File: config.mk
export PLATFORM = sky130hd
export DESIGN_NAME = gobou_img_fetch_flat
export DESIGN_NICKNAME = d
export VERILOG_FILES = /design/src/rtl/gobou_img_fetch_if.sv /design/src/rtl/gobou_img_fetch.sv /design/src/flat_wrapper.sv
export VERILOG_INCLUDE_DIRS = /design/src /design/src/rtl
export SDC_FILE = /design/constraint.sdc
export NUM_CORES = 1
export LEC_CHECK = 0
export CAP_MARGIN = 10
export CORE_ASPECT_RATIO = 0.5
export CORE_MARGIN = 1
export CORE_UTILIZATION = 45
export DETAILED_ROUTE_END_ITERATION = 12
export PLACE_DENSITY = 0.68
export SLEW_MARGIN = 20
export SYNTH_ARGS = -nofsm -noshare
export SYNTH_HDL_FRONTEND = slang
export SYNTH_SLANG_ARGS = --single-unit
export TNS_END_PERCENT = 50
File: constraint.sdc
create_clock -name clk -period 5.4 [get_ports clk]
set_input_delay 1.08 -clock clk [delete_from_list [all_inputs] [get_ports clk]]
set_output_delay 1.08 -clock clk [all_outputs]
set_load 0.02 [all_outputs]
File: src/rtl/gobou.vh
// rtl/gobou.vh - shared gobou datapath widths
`ifndef GOBOU_VH
`define GOBOU_VH
localparam int DWIDTH  = 16;
localparam int IMGSIZE = 4;
`endif

File: src/rtl/gobou_img_fetch_if.sv
// rtl/gobou_img_fetch_if.sv - image memory read port and output word stream of gobou_img_fetch
`include "gobou.vh"
interface gobou_img_fetch_if;
  logic        [IMGSIZE-1:0] mem_addr;
  logic signed [DWIDTH-1:0]  read_data;
  logic                      out_valid;
  logic                      out_ready;
  logic signed [DWIDTH-1:0]  out_data;
  logic                      out_last;

  modport master (
    output mem_addr,
    input  read_data,
    output out_valid,
    input  out_ready,
    output out_data,
    output out_last
  );

  modport slave (
    input  mem_addr,
    output read_data,
    input  out_valid,
    output out_ready,
    input  out_data,
    input  out_last
  );
endinterface

File: src/rtl/gobou_img_fetch.sv
// rtl/gobou_img_fetch.sv - burst reader: image memory -> 2-entry FIFO -> valid/ready stream
// Optional macro GOBOU_IMG_FETCH_STALL_CNT_EN adds the stall_cnt output.
`include "gobou.vh"
module gobou_img_fetch (
  input  logic               clk,
  input  logic               rst,
  input  logic               start,
  input  logic [IMGSIZE-1:0] base,
  input  logic [IMGSIZE:0]   len,
  output logic               busy,
  output logic               done,
`ifdef GOBOU_IMG_FETCH_STALL_CNT_EN
  output logic [31:0]        stall_cnt,
`endif
  gobou_img_fetch_if.master  bus
);

  localparam logic [IMGSIZE:0] LEN_ZERO = '0;
  localparam logic [IMGSIZE:0] LEN_ONE  = {{IMGSIZE{1'b0}}, 1'b1};

  typedef enum logic [1:0] {IDLE, RUN, DRAIN} state_t;

  state_t                    state;
  state_t                    state_nxt;
  logic        [IMGSIZE:0]   rem;
  logic                      fl_valid;
  logic                      fl_last;
  logic signed [DWIDTH-1:0]  fifo_data [2];
  logic                      fifo_last [2];
  logic                      rd_ptr;
  logic                      wr_ptr;
  logic        [1:0]         cnt;
  logic        [1:0]         occ_after;
  logic                      pop;
  logic                      issue;
  logic                      issue_last;

  always_ff @(posedge clk or posedge rst) begin
    if (rst) state <= IDLE;
    else     state <= state_nxt;
  end

  always_comb begin
    state_nxt = state;
    case (state)
      IDLE:    if (start && len != LEN_ZERO) state_nxt = RUN;
      RUN:     if (rem == LEN_ZERO || (issue && issue_last)) state_nxt = DRAIN;
      DRAIN:   if (pop && bus.out_last) state_nxt = IDLE;
      default: state_nxt = IDLE;
    endcase
  end

  // occ_after is the FIFO fill once this edge's capture and pop land; a new
  // issue is allowed only if that plus the new in-flight word fits in two slots.
  always_comb begin
    busy          = (state != IDLE);
    bus.out_valid = (cnt != 2'd0);
    bus.out_data  = fifo_data[rd_ptr];
    bus.out_last  = fifo_last[rd_ptr] && (cnt != 2'd0);
    pop           = (cnt != 2'd0) && bus.out_ready;
    occ_after     = cnt + {1'b0, fl_valid} - {1'b0, pop};
    issue         = 1'b0;
    issue_last    = 1'b0;
    if (state == IDLE && start && len != LEN_ZERO) begin
      issue      = 1'b1;
      issue_last = (len == LEN_ONE);
    end else if (state == RUN && rem != LEN_ZERO && occ_after < 2'd2) begin
      issue      = 1'b1;
      issue_last = (rem == LEN_ONE);
    end
  end

  always_ff @(posedge clk or posedge rst) begin
    if (rst) begin
      bus.mem_addr <= '0;
      rem          <= '0;
      fl_valid     <= 1'b0;
      fl_last      <= 1'b0;
      rd_ptr       <= 1'b0;
      wr_ptr       <= 1'b0;
      cnt          <= 2'd0;
      done         <= 1'b0;
      for (int i = 0; i < 2; i++) begin
        fifo_data[i] <= '0;
        fifo_last[i] <= 1'b0;
      end
    end else begin
      done     <= (state == IDLE && start && len == LEN_ZERO) || (pop && bus.out_last);
      fl_valid <= issue;
      fl_last  <= issue && issue_last;
      if (issue) begin
        if (state == IDLE) begin
          bus.mem_addr <= base;
          rem          <= len - LEN_ONE;
        end else begin
          bus.mem_addr <= bus.mem_addr + 1'b1;
          rem          <= rem - LEN_ONE;
        end
      end
      if (fl_valid) begin
        fifo_data[wr_ptr] <= bus.read_data;
        fifo_last[wr_ptr] <= fl_last;
        wr_ptr            <= ~wr_ptr;
      end
      if (pop) rd_ptr <= ~rd_ptr;
      cnt <= occ_after;
    end
  end

`ifdef GOBOU_IMG_FETCH_STALL_CNT_EN
  always_ff @(posedge clk or posedge rst) begin
    if (rst)
      stall_cnt <= '0;
    else if (state == IDLE && start)
      stall_cnt <= '0;
    else if (bus.out_valid && !bus.out_ready && stall_cnt != '1)
      stall_cnt <= stall_cnt + 32'd1;
  end
`endif

endmodule

File: src/flat_wrapper.sv
// flat-port wrapper written by rule: the top's interface ports become plain ports
module gobou_img_fetch_flat 
  (clk, rst, start, base, len, busy, done, bus_mem_addr, bus_read_data, bus_out_valid, bus_out_ready, bus_out_data, bus_out_last);
  gobou_img_fetch_if bus_i ();
  input  logic clk;
  input  logic rst;
  input  logic start;
  input  logic [IMGSIZE-1:0] base;
  input  logic [IMGSIZE:0] len;
  output logic busy;
  output logic done;
  output wire logic [$bits(bus_i.mem_addr)-1:0] bus_mem_addr;
  input wire logic [$bits(bus_i.read_data)-1:0] bus_read_data;
  output wire logic [$bits(bus_i.out_valid)-1:0] bus_out_valid;
  input wire logic [$bits(bus_i.out_ready)-1:0] bus_out_ready;
  output wire logic [$bits(bus_i.out_data)-1:0] bus_out_data;
  output wire logic [$bits(bus_i.out_last)-1:0] bus_out_last;
  assign bus_mem_addr = bus_i.mem_addr;
  assign bus_i.read_data = bus_read_data;
  assign bus_out_valid = bus_i.out_valid;
  assign bus_i.out_ready = bus_out_ready;
  assign bus_out_data = bus_i.out_data;
  assign bus_out_last = bus_i.out_last;
  gobou_img_fetch u_core (.clk(clk), .rst(rst), .start(start), .base(base), .len(len), .busy(busy), .done(done), .bus(bus_i));
endmodule
==> run metrics <==
final instance area 0.00332 mm2; PortBufs 52; Post-DP HPWL 3220 um; Longest Clk Path Bufs 2; Final Core Density 63.9%; post-placement cell count 322; GRT Util Overall 17.3%; Die ar. 0.00602 mm2; layout cells sized above 1 26.5%; critical path class reg -> out; RR Startpoint u_core.cnt[1]$_DFF_PP0_; switching part of the total 35.3%; max cap viols 0; Rows 18; main area contributors after synthesis dfrtp_1, mux2_2, ha_1; arrival time worst endpoint 2220 ps; CTS tree yes; Final Hold Vio Count 0; combinational share of power 49.5%; Gate Count Post-Synth 207; Yosys top cell by area dfrtp_1; leakage 0.00141 uW; sw power 767 uW; Cell Area, Synth 0.00256 mm2; syn nets 245; GR peak layer met2; WL final 4750 um; hold path endpoint u_core.wr_ptr$_DFFE_PP0P_; pin count of the biggest net entering global routing 53; WL/cell 14.4 um; Yosys warnings 0; non-filler cells, final 330; Peak VDD IR 0.000284 V; Num CTS Buffers 5; post-route ant nets 0; Layout area overhead 29.7%; worst r2r dst u_core.bus.mem_addr[0]$_DFFE_PP0P_; hold path start u_core.wr_ptr$_DFFE_PP0P_; status complete, no violations; Pwr Total 2170 uW; total internal power 1410 uW; RSZ-0062 raised after global routing false; clock network power share 17.3%; Seq/Total Area, Yosys 50.8%; Reg power frac 33.2%; R2R depth 9; Initial Utilization 49.2%; Worst Tran Pin Value 884 ps; final setup fails 0; crit path time final 3300 ps; H-tree depth 2; Achievable Freq 303 MHz; Slew Limit Fails 0; met3 usage 4.37%; register clock-pin slew on the reported worst setup and hold paths 60 ps; met2 capacity usage during global routing 30.7%; M1 GR Usage 21.1%; CTS hold repair buffers 0; Die Span X 109 um; crit-path max FO 19; Final Net Count 297; period utilization 61.2%; unique cell type count in the Yosys netlist 38; initial antenna violation count 0; nature of the critical path startpoint flop; DR vias 1,719; Post-Syn Area per Cell 12.4 um2; flops & latches, synth 52; crit path launch u_core.state[0]$_DFFE_PP0P_; Antenna Cells 0; Iteration-0 DRC Markers 51; global-route wire length before repair 8110 um; root buf cell clkbuf_16; worst hold stages 1; drt via density 5.21; First-pass DRT Iterations 5; GPL Wtd Cong 0.754; Max transition margin 41.0%; clk sink count 52; Clock Latency Late Sink 280 ps; Reg2Reg Setup Slack 2750 ps; Worst setup EP type output port; core area 0.00520 mm2; Final TNS setup 0 ps; Die Y 55.3 um; vias in the first global route 1,796; Synth top area share 50.8%; DRC 0; fill count 413; IO Pins 53; Worst Clk Skew 3.95 ps; dpl cell area 0.00314 mm2; PD cells 654 mW/mm2; post-CTS resize count 0; worst min-delay path class reg -> reg; Setup Buffers After CTS 0; WP data required 4320 ps; grt ovf 0
[worst max-delay path by stage]
stage / to / slack (ps) / depth (start not counted)
2_1_floorplan: u_core.rem[3]$_DFFE_PP0P_ / 2540 / 9
3_3_place_gp: u_core.bus.mem_addr[0]$_DFFE_PP0P_ / 1910 / 10
3_5_place_dp: u_core.bus.mem_addr[0]$_DFFE_PP0P_ / 1840 / 10
4_1_cts: u_core.bus.mem_addr[0]$_DFFE_PP0P_ / 2110 / 10
5_1_grt: u_core.bus.mem_addr[0]$_DFFE_PP0P_ / 1860 / 10
6_report: busy / 2100 / 3
[cells in the final DEF, fill, tap and decap left out, types with 2 or more instances in the layout]
cell type,count
a21oi_1,8
or2_2,2
nor4b_2,2
o21ai_0,9
nor3_1,4
nand2b_1,5
nor2_1,10
a31oi_1,2
inv_1,8
nand3_1,6
mux2_2,50
clkbuf_16,5
clkbuf_8,2
o22ai_1,2
xor2_1,4
ha_1,9
nand2_1,8
clkdlybuf4s50_1,52
dfrtp_1,52
[per-layer routing]
metal  vias up  wire length [um]
met5         -                 0
met4         0                36
met3         4               182
met2        33              2360
met1       839              2170
li1        843                 -
[sequential cells by signal (all words and copies together) (netlist names)]
register             count
u_core.fl_valid          1
u_core.fifo_last         2
u_core.done              1
u_core.bus.mem_addr      4
u_core.state             2
u_core.rem               5
u_core.cnt               2
u_core.rd_ptr            1
u_core.wr_ptr            1
u_core.fl_last           1
u_core.fifo_data        32
[synth_stat cells, drive strengths merged]
library cell,count
dfrtp,52
mux2,50
nor2,10
a21oi,9
ha,9
inv,9
o21ai,9
nand2,8
nand3,6
nand2b,5
clkbuf,4
nor3,4
xor2,4
buf,3
a31oi,2
nor4b,2
o22ai,2
or2,2
a211oi,1
a21o,1
and3,1
clkinv,1
mux2i,1
nand3b,1
nand4,1
nor3b,1
o211ai,1
o21a,1
o32ai,1
o41a,1
or3,1
or3b,1
or4b,1
xnor2,1
xor3,1
[logic make-up after synthesis]
group	synth area share [%]
AO/OA/AOI/OAI	7.33
multiplexers	22.4
buffers and inverters	2.69
XOR/XNOR	2.69
AND/OR/NAND/NOR	9.72
flip-flops	50.8
adder cells (fa/ha/maj)	4.40
[power by group through the flow]
stage / clock, uW / sequential (uW) / combinational [uW]
floorplan: 0 / 687 / 760
global placement: 0 / 716 / 1060
detailed placement: 0 / 730 / 1080
finish: 375 / 722 / 1080
CTS: 385 / 724 / 1090
global route: 400 / 753 / 1180
[through the flow]
step	hold slack [ps]	worst slack, ps
after floorplan	452	2540
after global placement	466	1910
after detailed placement	479	1840
after CTS	488	2110
after global routing	518	1860
final	480	2100
[cell type report]
cell class | count | area (um2) | share of cell area, %
multi-input cells | 138 | 1190 | 35.9
well taps | 70 | 87.6 | 2.64
repair buffers | 52 | 520 | 15.7
flip-flops and latches | 52 | 1300 | 39.2
clock inverters | 1 | 30.0 | 0.904
clock buffers | 7 | 153 | 4.60
inverters | 10 | 38.8 | 1.17
[worst max-delay path, cell delays in order, from the launching register on]
cell,delay [ps]
dfrtp_1,400
nor2_1,330
clkinv_1,520
clkdlybuf4s50_1,690
No activity file was read; power rests on OpenSTA's default activity.
